==> src/rtl/ws2812_pkg.sv <==
// Shared types and helpers for the WS2812 frame scheduler: FSM states, pixel word,
// colour reordering and the latch-gap length derived from the clock frequency.
package ws2812_pkg;

    typedef enum logic [2:0] {IDLE, FETCH, LOAD, SEND, DRAIN, LATCH} state_t;

    typedef logic [23:0] pixel_t;

    // 80 us latch gap: clk_fre / 12_500 cycles.
    function automatic int latch_cycles(input int clk_fre);
        return clk_fre / 12_500;
    endfunction

    localparam int RESET_CYCLES_27M = latch_cycles(27_000_000);

    // Host stores {R,G,B}; the LED chain expects {G,R,B}.
    function automatic pixel_t rgb_to_grb(input pixel_t rgb);
        return {rgb[15:8], rgb[23:16], rgb[7:0]};
    endfunction

endpackage

==> src/rtl/ws2812_frame_sched_if.sv <==
// Host write bus and pixel stream between host/encoder (master) and the scheduler (slave).
interface ws2812_frame_sched_if #(
    parameter int ADDR_W = 3
);
    import ws2812_pkg::*;

    logic              wr_en;
    logic [ADDR_W-1:0] wr_addr;
    pixel_t            wr_data;
    logic              commit;
    logic              px_valid;
    pixel_t            px_data;
    logic              px_ready;
    logic              enc_busy;

    modport master (
        output wr_en, wr_addr, wr_data, commit, px_ready, enc_busy,
        input  px_valid, px_data
    );

    modport slave (
        input  wr_en, wr_addr, wr_data, commit, px_ready, enc_busy,
        output px_valid, px_data
    );

endinterface

==> src/rtl/ws2812_pixel_ram.sv <==
// Double-banked pixel store: one write port, one registered read port, address {bank, index}.
module ws2812_pixel_ram
    import ws2812_pkg::*;
#(
    parameter int AW = 4
) (
    input  logic          clk,
    input  logic          wr_en,
    input  logic [AW-1:0] wr_addr,
    input  pixel_t        wr_data,
    input  logic [AW-1:0] rd_addr,
    output pixel_t        rd_data
);

    pixel_t mem [0:(2**AW)-1];

    always_ff @(posedge clk) begin
        if (wr_en) begin
            mem[wr_addr] <= wr_data;
        end
        rd_data <= mem[rd_addr];
    end

endmodule

==> src/rtl/ws2812_frame_sched.sv <==
// WS2812 frame scheduler: on each frame tick streams one scaled GRB word per LED from the
// display bank to the bit encoder, waits for the encoder to drain, then holds the latch gap.
module ws2812_frame_sched
    import ws2812_pkg::*;
#(
    parameter int NUM_LEDS     = 8,
    parameter int ADDR_W       = 3,
    parameter int CLK_FRE      = 27_000_000,
    parameter int FRAME_CYCLES = 450_000,
    parameter int RESET_CYCLES = latch_cycles(CLK_FRE)
) (
    input  logic                 clk,
    input  logic                 rst,
    input  logic                 enable,
    input  logic [7:0]           brightness,
    ws2812_frame_sched_if.slave  bus,
    output logic                 swap_pending,
    output logic                 frame_done,
    output logic                 overrun
);

    localparam int TICK_W = $clog2(FRAME_CYCLES);
    localparam int LAT_W  = $clog2(RESET_CYCLES + 1);
    localparam logic [TICK_W-1:0] TICK_LAST = TICK_W'(FRAME_CYCLES - 1);
    localparam logic [LAT_W-1:0]  LAT_LAST  = LAT_W'(RESET_CYCLES - 1);
    localparam logic [ADDR_W-1:0] IDX_LAST  = ADDR_W'(NUM_LEDS - 1);

    state_t            state, state_next;
    logic [TICK_W-1:0] tick_cnt;
    logic [LAT_W-1:0]  lat_cnt;
    logic [ADDR_W-1:0] idx;
    logic              disp_bank;
    logic [7:0]        bright_q;
    pixel_t            ram_rd_data, grb, scaled;
    logic              tick, frame_start, xfer, last_px, lat_end;
    logic              load_px, advance, done_now;

    assign tick        = (tick_cnt == TICK_LAST);
    assign frame_start = (state == IDLE) && tick && enable;
    assign xfer        = bus.px_valid && bus.px_ready;
    assign last_px     = (idx == IDX_LAST);
    assign lat_end     = (lat_cnt == LAT_LAST);

    // Host writes always target the bank not being displayed, so a frame in flight never changes.
    ws2812_pixel_ram #(.AW(ADDR_W + 1)) u_ram (
        .clk     (clk),
        .wr_en   (bus.wr_en),
        .wr_addr ({~disp_bank, bus.wr_addr}),
        .wr_data (bus.wr_data),
        .rd_addr ({disp_bank, idx}),
        .rd_data (ram_rd_data)
    );

    function automatic logic [7:0] scale_ch(input logic [7:0] c, input logic [7:0] b);
        logic [15:0] prod;
        prod = {8'd0, c} * ({8'd0, b} + 16'd1);
        return prod[15:8];
    endfunction

    assign grb    = rgb_to_grb(ram_rd_data);
    assign scaled = {scale_ch(grb[23:16], bright_q),
                     scale_ch(grb[15:8],  bright_q),
                     scale_ch(grb[7:0],   bright_q)};

    always_ff @(posedge clk or posedge rst) begin
        if (rst) begin
            state <= IDLE;
        end else begin
            state <= state_next;
        end
    end

    always_comb begin
        state_next = state;
        case (state)
            IDLE:    if (frame_start) state_next = FETCH;
            FETCH:   state_next = LOAD;
            LOAD:    state_next = SEND;
            SEND:    if (xfer) state_next = last_px ? DRAIN : FETCH;
            DRAIN:   if (!bus.enc_busy) state_next = LATCH;
            LATCH:   if (lat_end) state_next = IDLE;
            default: state_next = IDLE;
        endcase
    end

    always_comb begin
        load_px  = 1'b0;
        advance  = 1'b0;
        done_now = 1'b0;
        case (state)
            LOAD:    load_px  = 1'b1;
            SEND:    advance  = xfer;
            LATCH:   done_now = lat_end;
            default: ;
        endcase
    end

    always_ff @(posedge clk or posedge rst) begin
        if (rst) begin
            tick_cnt <= '0;
        end else if (tick) begin
            tick_cnt <= '0;
        end else begin
            tick_cnt <= tick_cnt + 1'b1;
        end
    end

    // A commit seen in the frame-start cycle survives the clear and is applied next frame.
    always_ff @(posedge clk or posedge rst) begin
        if (rst) begin
            disp_bank    <= 1'b0;
            swap_pending <= 1'b0;
            bright_q     <= '0;
            idx          <= '0;
            lat_cnt      <= '0;
            bus.px_valid <= 1'b0;
            bus.px_data  <= '0;
            frame_done   <= 1'b0;
            overrun      <= 1'b0;
        end else begin
            frame_done <= done_now;
            overrun    <= tick && (state != IDLE);
            lat_cnt    <= (state == LATCH) ? lat_cnt + 1'b1 : '0;
            if (bus.commit) begin
                swap_pending <= 1'b1;
            end else if (frame_start) begin
                swap_pending <= 1'b0;
            end
            if (frame_start) begin
                bright_q <= brightness;
                idx      <= '0;
                if (swap_pending) begin
                    disp_bank <= ~disp_bank;
                end
            end
            if (load_px) begin
                bus.px_data  <= scaled;
                bus.px_valid <= 1'b1;
            end
            if (advance) begin
                bus.px_valid <= 1'b0;
                idx          <= idx + 1'b1;
            end
        end
    end

endmodule
==> src/flat_wrapper.sv <==
// flat-port wrapper written by rule: the top's interface ports become plain ports
module ws2812_frame_sched_flat import ws2812_pkg::*;
#(
    parameter int NUM_LEDS     = 8,
    parameter int ADDR_W       = 3,
    parameter int CLK_FRE      = 27_000_000,
    parameter int FRAME_CYCLES = 450_000,
    parameter int RESET_CYCLES = latch_cycles(CLK_FRE)
)
  (clk, rst, enable, brightness, swap_pending, frame_done, overrun, bus_wr_en, bus_wr_addr, bus_wr_data, bus_commit, bus_px_ready, bus_enc_busy, bus_px_valid, bus_px_data);
  ws2812_frame_sched_if #(.ADDR_W(ADDR_W)) bus_i ();
  input  logic clk;
  input  logic rst;
  input  logic enable;
  input  logic [7:0] brightness;
  output logic swap_pending;
  output logic frame_done;
  output logic overrun;
  input wire logic [$bits(bus_i.wr_en)-1:0] bus_wr_en;
  input wire logic [$bits(bus_i.wr_addr)-1:0] bus_wr_addr;
  input wire logic [$bits(bus_i.wr_data)-1:0] bus_wr_data;
  input wire logic [$bits(bus_i.commit)-1:0] bus_commit;
  input wire logic [$bits(bus_i.px_ready)-1:0] bus_px_ready;
  input wire logic [$bits(bus_i.enc_busy)-1:0] bus_enc_busy;
  output wire logic [$bits(bus_i.px_valid)-1:0] bus_px_valid;
  output wire logic [$bits(bus_i.px_data)-1:0] bus_px_data;
  assign bus_i.wr_en = bus_wr_en;
  assign bus_i.wr_addr = bus_wr_addr;
  assign bus_i.wr_data = bus_wr_data;
  assign bus_i.commit = bus_commit;
  assign bus_i.px_ready = bus_px_ready;
  assign bus_i.enc_busy = bus_enc_busy;
  assign bus_px_valid = bus_i.px_valid;
  assign bus_px_data = bus_i.px_data;
  ws2812_frame_sched #(.NUM_LEDS(NUM_LEDS), .ADDR_W(ADDR_W), .CLK_FRE(CLK_FRE), .FRAME_CYCLES(FRAME_CYCLES), .RESET_CYCLES(RESET_CYCLES)) u_core (.clk(clk), .rst(rst), .enable(enable), .brightness(brightness), .bus(bus_i), .swap_pending(swap_pending), .frame_done(frame_done), .overrun(overrun));
endmodule
==> config.mk <==
export PLATFORM = sky130hd
export DESIGN_NAME = ws2812_frame_sched_flat
export DESIGN_NICKNAME = d
export VERILOG_FILES = /design/src/rtl/ws2812_pkg.sv /design/src/rtl/ws2812_frame_sched_if.sv /design/src/rtl/ws2812_pixel_ram.sv /design/src/rtl/ws2812_frame_sched.sv /design/src/flat_wrapper.sv
export SDC_FILE = /design/constraint.sdc
export NUM_CORES = 1
export LEC_CHECK = 0
export CAP_MARGIN = 10
export CORE_MARGIN = 2
export CORE_UTILIZATION = 45
export DETAILED_ROUTE_END_ITERATION = 7
export PLACE_DENSITY = 0.72
export RECOVER_POWER = 25
export SLEW_MARGIN = 20
export SYNTH_ARGS = -nofsm -noshare
export SYNTH_HDL_FRONTEND = slang
export SYNTH_SLANG_ARGS = --single-unit
==> constraint.sdc <==
create_clock -name clk -period 5.1 [get_ports clk]
set_clock_uncertainty 0.1 [all_clocks]
set_input_delay 1.02 -clock clk [delete_from_list [all_inputs] [get_ports clk]]
set_output_delay 1.02 -clock clk [all_outputs]
set_load 0.02 [all_outputs]
==> results of run 1 <==
[worst min-delay path by stage]
stage,start,endpoint,cells past startpoint
2_1_floorplan,u_core.lat_cnt[0]$_DFF_PP0_,u_core.lat_cnt[0]$_DFF_PP0_,1
3_3_place_gp,u_core.lat_cnt[0]$_DFF_PP0_,u_core.lat_cnt[0]$_DFF_PP0_,1
3_5_place_dp,u_core.lat_cnt[0]$_DFF_PP0_,u_core.lat_cnt[0]$_DFF_PP0_,1
4_1_cts,u_core.lat_cnt[0]$_DFF_PP0_,u_core.lat_cnt[0]$_DFF_PP0_,1
5_1_grt,u_core.lat_cnt[0]$_DFF_PP0_,u_core.lat_cnt[0]$_DFF_PP0_,1
6_report,u_core.bus.px_data[8]$_DFFE_PP0P_,u_core.bus.px_data[8]$_DFFE_PP0P_,2
[area by class of cell]
class	instances	area share, %
inverter	153	2.01
sequential	482	48.5
tap	696	3.05
antenna	2	0.0175
multi-input combinational	924	36.2
clock buffer	65	4.49
clock inverter	20	0.704
timing repair buffer	148	5.01
[logic make-up (layout without fill, tap and decap cells)]
family / Yosys count / after routing / synth area share (%)
compound gates: 107 / 107 / 2.81
xor+xnor: 65 / 65 / 2.32
fa+ha+maj: 221 / 221 / 14.9
buf+inv: 215 / 386 / 3.38
flops: 482 / 482 / 56.4
mux: 129 / 129 / 11.5
other cells: 0 / 2 / 0
simple gates: 402 / 402 / 8.69
[worst max-delay path: cells and delay by family, from the launching register on]
| kind | cells | cell delay, ns |
|---|---|---|
| and+or+nand+nor | 6 | 0.90 |
| xor gates and xnor gates | 2 | 0.33 |
| buffers and inverters | 4 | 0.53 |
| adders and majority gates | 5 | 2.03 |
| AOI/OAI and AO/OA | 3 | 0.52 |
| DFF | 1 | 0.41 |
[registers in the layout (all words and copies together) (netlist names), 3 cells and up]
| register | cells |
|---|---|
| u_core.bus.px_data | 24 |
| u_core.bright_q | 8 |
| u_core.u_ram.mem | 384 |
| u_core.idx | 3 |
| u_core.u_ram.rd_data | 24 |
| u_core.lat_cnt | 12 |
| u_core.tick_cnt | 19 |
| u_core.state | 3 |
[metrics by stage]
step	power, uW	setup slack (ns)	area, um2	hold slack, ns
global route	10700	-0.0367	28600	0.376
finish	10200	0.133	28600	0.375
CTS	10300	-0.0209	28000	0.371
detailed placement	6920	-0.275	26500	0.362
floorplan	6220	0.0744	24600	0.333
global placement	6870	-0.135	26500	0.360
[layout by cell type (no fill, tap or decap), drive strengths merged, types with 4 or more instances in the layout]
cell type,n
edfxtp,384
inv,153
and2,149
mux4,120
fa,120
ha,101
nand2,96
buf,76
dfrtp,74
clkbuf,68
nor2,55
clkdlybuf4s50,52
xnor2,34
o21ai,33
xor2,31
dfxtp,24
nand3,23
nor2b,21
a21oi,21
dlygate4sd3,17
clkinv,16
nor3,14
nand4,11
a21o,11
and3,11
mux2,8
nand2b,6
a31oi,5
o31ai,5
o21a,4
nand3b,4
o21bai,4
[metal layers]
metal  global-route usage, %  share of wire [%]  wire (um)
met5                       0              0.084         45
met4                    5.30                2.5       1330
met3                    3.30                5.6       3000
met2                    32.7                 51      27100
met1                    24.9                 41      21900
[where the power goes]
group          leakage [uW]  switching, uW  total (uW)  internal [uW]
clock              0.000710           1470        3340           1880
combinational       0.00560            932        1980           1040
sequential          0.00466            456        4890           4430
total                0.0110           2850       10200           7350
[what timing repair did]
action,CTS,global route
hold buffers,0,0
setup buffers,8,8
pin swaps,0,33
resized for setup,5,86
cloned,0,4
endpoints found under the setup margin,18,22
==> flow_summary.yaml, run 1 <==
synthesis:
  syn_inst: 1621
  ys.flop_type: "edfxtp_1"
  synth_edf_count: 384
  async_reset_ff_share_pct: 15.4
  syn_avg_cell_area_um2: 15.2
  synthTopCellsByCount: "edfxtp_1, inv_1, and2_1, fa_1, mux4_2"
  synth.most_common_cell: "edfxtp_1"
  ys.warnings.count: 0
  syn_nets: 1884
  syn_area_um2: 24600
  synth-seq-cells: 482
  yosys-top-cells-area: "edfxtp_1, mux4_2, fa_1"
  yosysTopAreaCellShare_pct: 46.9
  seq_area_frac_synth_pct: 56.4
  yosysUniqueCellTypes: 57
  yosysTopAreaCell: "edfxtp_1"
floorplanning:
  rows: 85
  boundaryPins: 70
  core-area_um2: 53900
  fp.dieArea_um2: 56500
  initial_core_util_pct: 45.6
  die_y_um: 238
  die_w_um: 238
drt:
  drc: 0
  final_antenna_net_count: 0
  wirelength_um: 53300
  route.detailed.wl_per_inst_um: 21.4
  dr.pass1.iters: 5
  drtIter0Drc: 1070
  route.vias.total: 13600
  viasPerCell: 5.48
power_and_ir_drop:
  p_leak_uw: 0.0110
  vdd_drop_max_v: 0.000297
  p_per_area_nw_per_um2: 357
cts:
  cts-root-buf: "clkbuf_16"
  htreeDepth: 2
  cts_tree: "yes"
  cts-buffers-inserted: 47
  worstSkewPairLatency_ns: 0.59
  cts_buffer_depth: 3
  numClockSinks: 482
  clkTransAtPathRegs_ns: 0.06
global_route:
  overflow: 0
  antenna_found_initial: 9
  grt_pass1_wl_um: 82200
  grt_usage_pct: 19.0
  grt_max_degree: 53
  grt_pass1_vias: 14200
setup_path:
  cpPeakStageDelay_ns: 0.56
  cp_max_fo: 6
  slowest_stage: "fa_1"
  crit_end: "u_core.bus.px_data[15]$_DFFE_PP0P_"
  r2r_end: "u_core.bus.px_data[15]$_DFFE_PP0P_"
  rr_worst_depth: 20
  cp-end-kind: "register"
  critPathLaunch: "u_core.bright_q[1]$_DFFE_PP0P_"
  path_cells: "and3_4 -> nand3_4 -> buf_6 -> nor2_4 -> xor2_4 -> buf_6 -> buf_4 -> nand2_1 -> fa_1 -> inv_1 -> fa_1 -> fa_2 -> ha_4 -> ha_1 -> and3_1 -> and2_1 -> a221o_1 -> a21oi_2 -> xnor2_1 -> o21ai_0"
  crit_required_ns: 5.43
  r2r_start: "u_core.bright_q[1]$_DFFE_PP0P_"
  critPathKind: "reg -> reg"
  startpoint_type: "register"
  worstPathArrival_ns: 5.30
  r2r_slack_ns: 0.13
sta:
  slew-limit-headroom_pct: 27.5
  period_share_pct: 97.4
  slew_violations: 0
  tns_ns: 0
  worst_pin_slew_ns: 1.08
  max_freq_mhz: 201
  setup_viol: 0
  period_needed_ns: 4.97
  report.final.hold_viol_count: 0
final_layout:
  multi_input_area_um2: 10300
  area_growth_pct: 16.3
  layout-drive-gt1-share_pct: 20.0
  fillers: 4261
  seq_area_um2: 13900
  final_cell_count_no_fill: 2490
  nets: 2019
  finish.utilization_pct: 53.0
place:
  gp_congestion: 0.822
  place_hpwl_um: 32700
  place_inst: 2383
  io_buffers: 69
flow_run:
  drv_cap: 0
worst_hold_path:
  min_path_type: "reg -> reg"
run_status:
  status: "finished, final reports clean"
No activity file was read; power rests on OpenSTA's default activity.
==> run 2: changes to the inputs <==
Settings changed: CAP_MARGIN 10 to 40, MAX_ROUTING_LAYER from default to met4.
==> run 2 against run 1 <==
The run now ends with max-capacitance violations, max-slew violations left; sequential cell count unchanged; core utilization increased by 0.63 points; total power up 4.4%; maximum frequency barely moved; clock power rose by 13%; first-iteration DRC count decreased by 22%; critical path depth shrank 3; sequential power shrank 1%; final area grew 1.2%; count of clock-buffer cells in the layout is 12 lower; hold slack better by 0.00050 ns; global-route usage grew 0.57 points.
==> flow_summary.yaml, run 2 (same netlist as run 1, synthesis figures left out) <==
run_status:
  status: "complete, but fails checks"
  violations: "max-capacitance violations, max-slew violations"
cts:
  cts_buffer_depth: 3
  cts-buffers-inserted: 48
  htreeDepth: 2
  worstSkewPairLatency_ns: 0.60
  numClockSinks: 482
  cts-root-buf: "clkbuf_16"
  cts_tree: "yes"
  clkTransAtPathRegs_ns: 0.06
drt:
  viasPerCell: 5.44
  dr.pass1.iters: 5
  route.vias.total: 13600
  drtIter0Drc: 835
  drc: 0
  final_antenna_net_count: 0
  route.detailed.wl_per_inst_um: 21.3
  wirelength_um: 53400
sta:
  worst_pin_slew_ns: 2.14
  final.setup.worst_slack_ns: 0.138
  period_needed_ns: 4.96
  worst_hold_slack_ns: 0.375
  max_freq_mhz: 202
  slew_violations: 40
  setup_viol: 0
  slew-limit-headroom_pct: -42.8
  report.final.hold_viol_count: 0
  period_share_pct: 97.3
worst_hold_path:
  hold_path_end: "u_core.bus.px_data[8]$_DFFE_PP0P_"
  min_from: "u_core.bus.px_data[8]$_DFFE_PP0P_"
  min_path_type: "reg -> reg"
  hold_path_depth: 2
setup_path:
  r2r_start: "u_core.bright_q[0]$_DFFE_PP0P_"
  r2r_end: "u_core.bus.px_data[2]$_DFFE_PP0P_"
  cp_max_fo: 6
  critPathKind: "reg -> reg"
  rr_worst_depth: 17
  cp-end-kind: "register"
  crit_required_ns: 5.45
  r2r_slack_ns: 0.14
  worstPathArrival_ns: 5.31
  startpoint_type: "register"
floorplanning:
  initial_core_util_pct: 45.6
  die_w_um: 238
  die_y_um: 238
  core-area_um2: 53900
  boundaryPins: 70
  rows: 85
  fp.dieArea_um2: 56500
final_layout:
  largest_register: "u_core.u_ram.mem"
  mostFrequentLayoutCells: "edfxtp_1, inv_1, and2_1"
  seq_area_um2: 13900
  largest_register_ffs: 384
  fillers: 4179
  nets: 2026
  mostFrequentLayoutCell: "edfxtp_1"
  reg_top3: "u_core.u_ram.mem x384, u_core.bus.px_data x24, u_core.u_ram.rd_data x24"
  multi_input_area_um2: 10400
  layout-drive-gt1-share_pct: 20.6
  finish.utilization_pct: 53.7
  area_growth_pct: 17.7
flow_run:
  drv_cap: 1
place:
  place_hpwl_um: 33100
  pre_cts_ws_ns: -0.267
  gp_congestion: 0.838
  io_buffers: 69
global_route:
  grt_pass1_wl_um: 81900
  grt_usage_pct: 19.6
  grt_pass1_vias: 14100
  overflow: 0
  antenna_found_initial: 9
  grt_max_degree: 53
power_and_ir_drop:
  p_leak_uw: 0.0111
  clkPwrFrac_pct: 35.4
  p_int_uw: 7760
  vdd_drop_max_v: 0.000317
  switchingPower_uw: 2890
  p_sw_share_pct: 27.2
  power_uw: 10700
  power_frac_seq_pct: 45.2
  pwr-share-comb_pct: 19.3
  p_per_area_nw_per_um2: 368
[run 2: layout make-up]
cell class / instances / share of cell area (%)
Sequential cell: 482 / 47.9
Multi-Input combinational cell: 924 / 35.9
Timing Repair Buffer: 154 / 5.18
Clock buffer: 53 / 4.25
Tap cell: 696 / 3.01
Inverter: 153 / 1.99
Clock inverter: 35 / 1.64
Antenna cell: 7 / 0.0605
[run 2: repair_timing]
action	in CTS	in global routing
gates cloned	0	4
resized for setup	6	83
setup buffers	4	13
setup endpoints to repair	19	21
hold buffers	0	0
pin swaps	0	32
[run 2: worst max path at each step]
stage / end / depth (start not counted) / start / slack [ns]
floorplan: u_core.bus.px_data[15]$_DFFE_PP0P_ / 20 / u_core.bright_q[0]$_DFFE_PP0P_ / 0.07
global placement: u_core.bus.px_data[23]$_DFFE_PP0P_ / 18 / u_core.bright_q[0]$_DFFE_PP0P_ / -0.13
detailed placement: u_core.bus.px_data[21]$_DFFE_PP0P_ / 18 / u_core.bright_q[0]$_DFFE_PP0P_ / -0.27
CTS: u_core.bus.px_data[3]$_DFFE_PP0P_ / 16 / u_core.bright_q[0]$_DFFE_PP0P_ / -0.04
global route: u_core.bus.px_data[22]$_DFFE_PP0P_ / 18 / u_core.bright_q[1]$_DFFE_PP0P_ / -0.04
finish: u_core.bus.px_data[2]$_DFFE_PP0P_ / 17 / u_core.bright_q[0]$_DFFE_PP0P_ / 0.14
[run 2: per-stage QoR]
step | instance area, um2 | std cells | setup TNS [ns]
after floorplan | 24600 | 1621 | 0
after global placement | 26500 | 2383 | -0.867
after detailed placement | 26500 | 2387 | -2.73
after CTS | 28300 | 2479 | -0.0499
after global routing | 28900 | 2503 | -0.218
final | 28900 | 2504 | 0
[run 2: routing by layer]
layer  GRT usage (%)  vias up  wire, um
met5               -        -         0
met4            5.89        0      1410
met3            3.30       90      2890
met2            32.1      374     27100
met1            25.1     7042     22000
li1                -     6123         -
[run 2: power groups by stage]
stage	logic (uW)	clock network, uW	registers (uW)
6_report	2060	3780	4820
5_1_grt	2250	4000	4850
4_1_cts	1970	3850	4880
3_5_place_dp	1950	0	4970
3_3_place_gp	1920	0	4960
2_1_floorplan	1560	0	4650
[run 2: worst max-delay path, cell delays in order, from the launching register on]
cell and delay, ns:
dfrtp_2 0.42, and3_4 0.21, nand3_4 0.10, buf_4 0.16, nor2_4 0.12, xor2_4 0.20, buf_6 0.15, and2_1 0.14
fa_1 0.45, fa_2 0.60, fa_1 0.43, fa_1 0.45, ha_1 0.40, a21o_1 0.23, a41o_1 0.25, buf_4 0.15
xnor2_1 0.15, o21ai_0 0.09
==> run 3: changes to the inputs <==
Settings changed: CTS_BUF_LIST from default to sky130_fd_sc_hd__clkbuf_16.
==> run 3 against run 2 <==
The run still ends with max-capacitance violations, max-slew violations left; first-iteration DRC count up 0.60%; global-route usage is the same; largest power group unchanged; final area is essentially flat; largest cell class unchanged; sequential power barely moved; final cell count did not move; sequential share of layout area barely moved; sequential cell count did not move; hold slack is essentially flat; non-clock buffer count unchanged; register-to-register slack barely moved; via count down 0.11%; clock power about the same; highest routed layer unchanged.
==> flow_summary.yaml, run 3 (same netlist as run 1, synthesis figures left out) <==
final_layout:
  mostFrequentLayoutCell: "edfxtp_1"
  mostFrequentLayoutCells: "edfxtp_1, inv_1, and2_1"
  reg_top3: "u_core.u_ram.mem x384, u_core.bus.px_data x24, u_core.u_ram.rd_data x24"
  layout-drive-gt1-share_pct: 20.6
  nets: 2026
  largest_register: "u_core.u_ram.mem"
  area_growth_pct: 17.7
  finish.utilization_pct: 53.6
  largest_register_ffs: 384
place:
  place_hpwl_um: 33100
  pre_cts_ws_ns: -0.267
  io_buffers: 69
  gp_congestion: 0.838
power_and_ir_drop:
  p_sw_share_pct: 27.2
  clkPwrFrac_pct: 35.3
  pwr-share-comb_pct: 19.4
  switchingPower_uw: 2890
  p_per_area_nw_per_um2: 368
  vdd_drop_max_v: 0.000316
  p_leak_uw: 0.0111
  p_int_uw: 7740
  power_frac_seq_pct: 45.3
sta:
  slew_violations: 40
  period_needed_ns: 4.96
  setup_viol: 0
  final.setup.worst_slack_ns: 0.138
  worst_pin_slew_ns: 2.14
  report.final.hold_viol_count: 0
  period_share_pct: 97.3
  slew-limit-headroom_pct: -42.9
  max_freq_mhz: 202
setup_path:
  crit_required_ns: 5.45
  cpPeakStageDelay_ns: 0.60
  cp_max_fo: 6
  cp_num_buf_inv: 3
  critPathKind: "reg -> reg"
  slowest_stage: "fa_2"
  cp-end-kind: "register"
  path_cells: "and3_4 -> nand3_4 -> buf_4 -> nor2_4 -> xor2_4 -> buf_6 -> and2_1 -> fa_1 -> fa_2 -> fa_1 -> fa_1 -> ha_1 -> a21o_1 -> a41o_1 -> buf_4 -> xnor2_1 -> o21ai_0"
  startpoint_type: "register"
  path_common_cell: "fa_1"
  critical_path.top_delay_family: "adder cells"
  worstPathArrival_ns: 5.31
cts:
  hold_buffers: 0
  cts-buffers-inserted: 48
  numClockSinks: 482
  clkTransAtPathRegs_ns: 0.06
  htreeDepth: 2
  cts-root-buf: "clkbuf_16"
  worstSkewPairLatency_ns: 0.60
  cts_buffer_depth: 3
  cts_tree: "yes"
global_route:
  grt_usage_pct: 19.6
  overflow: 0
  grt_pass1_wl_um: 81900
  grt_max_degree: 53
  grt_pass1_vias: 14100
  antenna_found_initial: 9
drt:
  final_antenna_net_count: 0
  wirelength_um: 53400
  drc: 0
  drtIter0Drc: 840
  viasPerCell: 5.44
  route.detailed.wl_per_inst_um: 21.3
  route.vias.total: 13600
  dr.pass1.iters: 5
floorplanning:
  boundaryPins: 70
  fp.dieArea_um2: 56500
  die_w_um: 238
  die_y_um: 238
  core-area_um2: 53900
  rows: 85
  initial_core_util_pct: 45.6
flow_run:
  drv_cap: 1
run_status:
  violations: "max-capacitance violations, max-slew violations"
  status: "complete, but fails checks"
worst_hold_path:
  min_path_type: "reg -> reg"
==> run 3: repair_timing <==
| item | in CTS | in global routing |
|---|---|---|
| setup buffers | 4 | 13 |
| pin swaps | 0 | 32 |
| endpoints found under the setup margin | 19 | 21 |
| cloned | 0 | 4 |
| resized for setup | 6 | 83 |
==> run 3: path summary, 6_finish.rpt <==
check | start | endpoint | slack [ns] | cells past startpoint
max reg2reg | u_core.bright_q[0]$_DFFE_PP0P_ | u_core.bus.px_data[2]$_DFFE_PP0P_ | 0.14 | 17
min | u_core.bus.px_data[8]$_DFFE_PP0P_ | u_core.bus.px_data[8]$_DFFE_PP0P_ | 0.38 | 2
min reg2reg | u_core.bus.px_data[8]$_DFFE_PP0P_ | u_core.bus.px_data[8]$_DFFE_PP0P_ | 0.38 | 2
max | u_core.bright_q[0]$_DFFE_PP0P_ | u_core.bus.px_data[2]$_DFFE_PP0P_ | 0.14 | 17
min in group asynchronous | rst | u_core.bus.px_data[6]$_DFFE_PP0P_ | 0.81 | 2
max in group asynchronous | rst | u_core.idx[1]$_DFFE_PP0P_ | 1.45 | 3
==> run 3: power groups by stage <==
stage | logic (uW) | clock network, uW | registers (uW)
6_report | 2060 | 3750 | 4820
5_1_grt | 2250 | 3980 | 4850
4_1_cts | 1970 | 3830 | 4880
3_5_place_dp | 1950 | 0 | 4970
3_3_place_gp | 1920 | 0 | 4960
2_1_floorplan | 1560 | 0 | 4650
==> run 3: area by class of cell <==
type | count | area (um2)
fill | 4181 | 25000
inverter | 153 | 576
timing repair buffer | 154 | 1500
multi-input combinational | 924 | 10400
sequential | 482 | 13900
clock inverter | 40 | 494
antenna | 7 | 17.5
tap | 696 | 871
clock buffer | 48 | 1200
==> run 3: metrics by stage <==
step	cell area (um2)	setup TNS (ns)	total power (uW)	hold slack (ns)	instances
final	28900	0	10600	0.375	2504
after global routing	28900	-0.218	11100	0.381	2503
after floorplan	24600	0	6220	0.333	1621
after CTS	28300	-0.0499	10700	0.377	2479
after detailed placement	26500	-2.73	6920	0.369	2387
after global placement	26500	-0.867	6870	0.360	2383
==> run 3: routing by layer <==
metal  global-route usage, %  vias up  wire length [um]
met5                       -        -                 0
met4                    5.89        0              1410
met3                    3.30       90              2850
met2                    32.1      362             27100
met1                    25.1     7039             22000
li1                        -     6123                 -
==> run 3: tightest hold or removal path: cells and delay by family (launching register included) <==
kind | cells | cell delay (ns)
AOI/OAI and AO/OA | 1 | 0.06
DFF | 1 | 0.34
and+or+nand+nor | 1 | 0.04
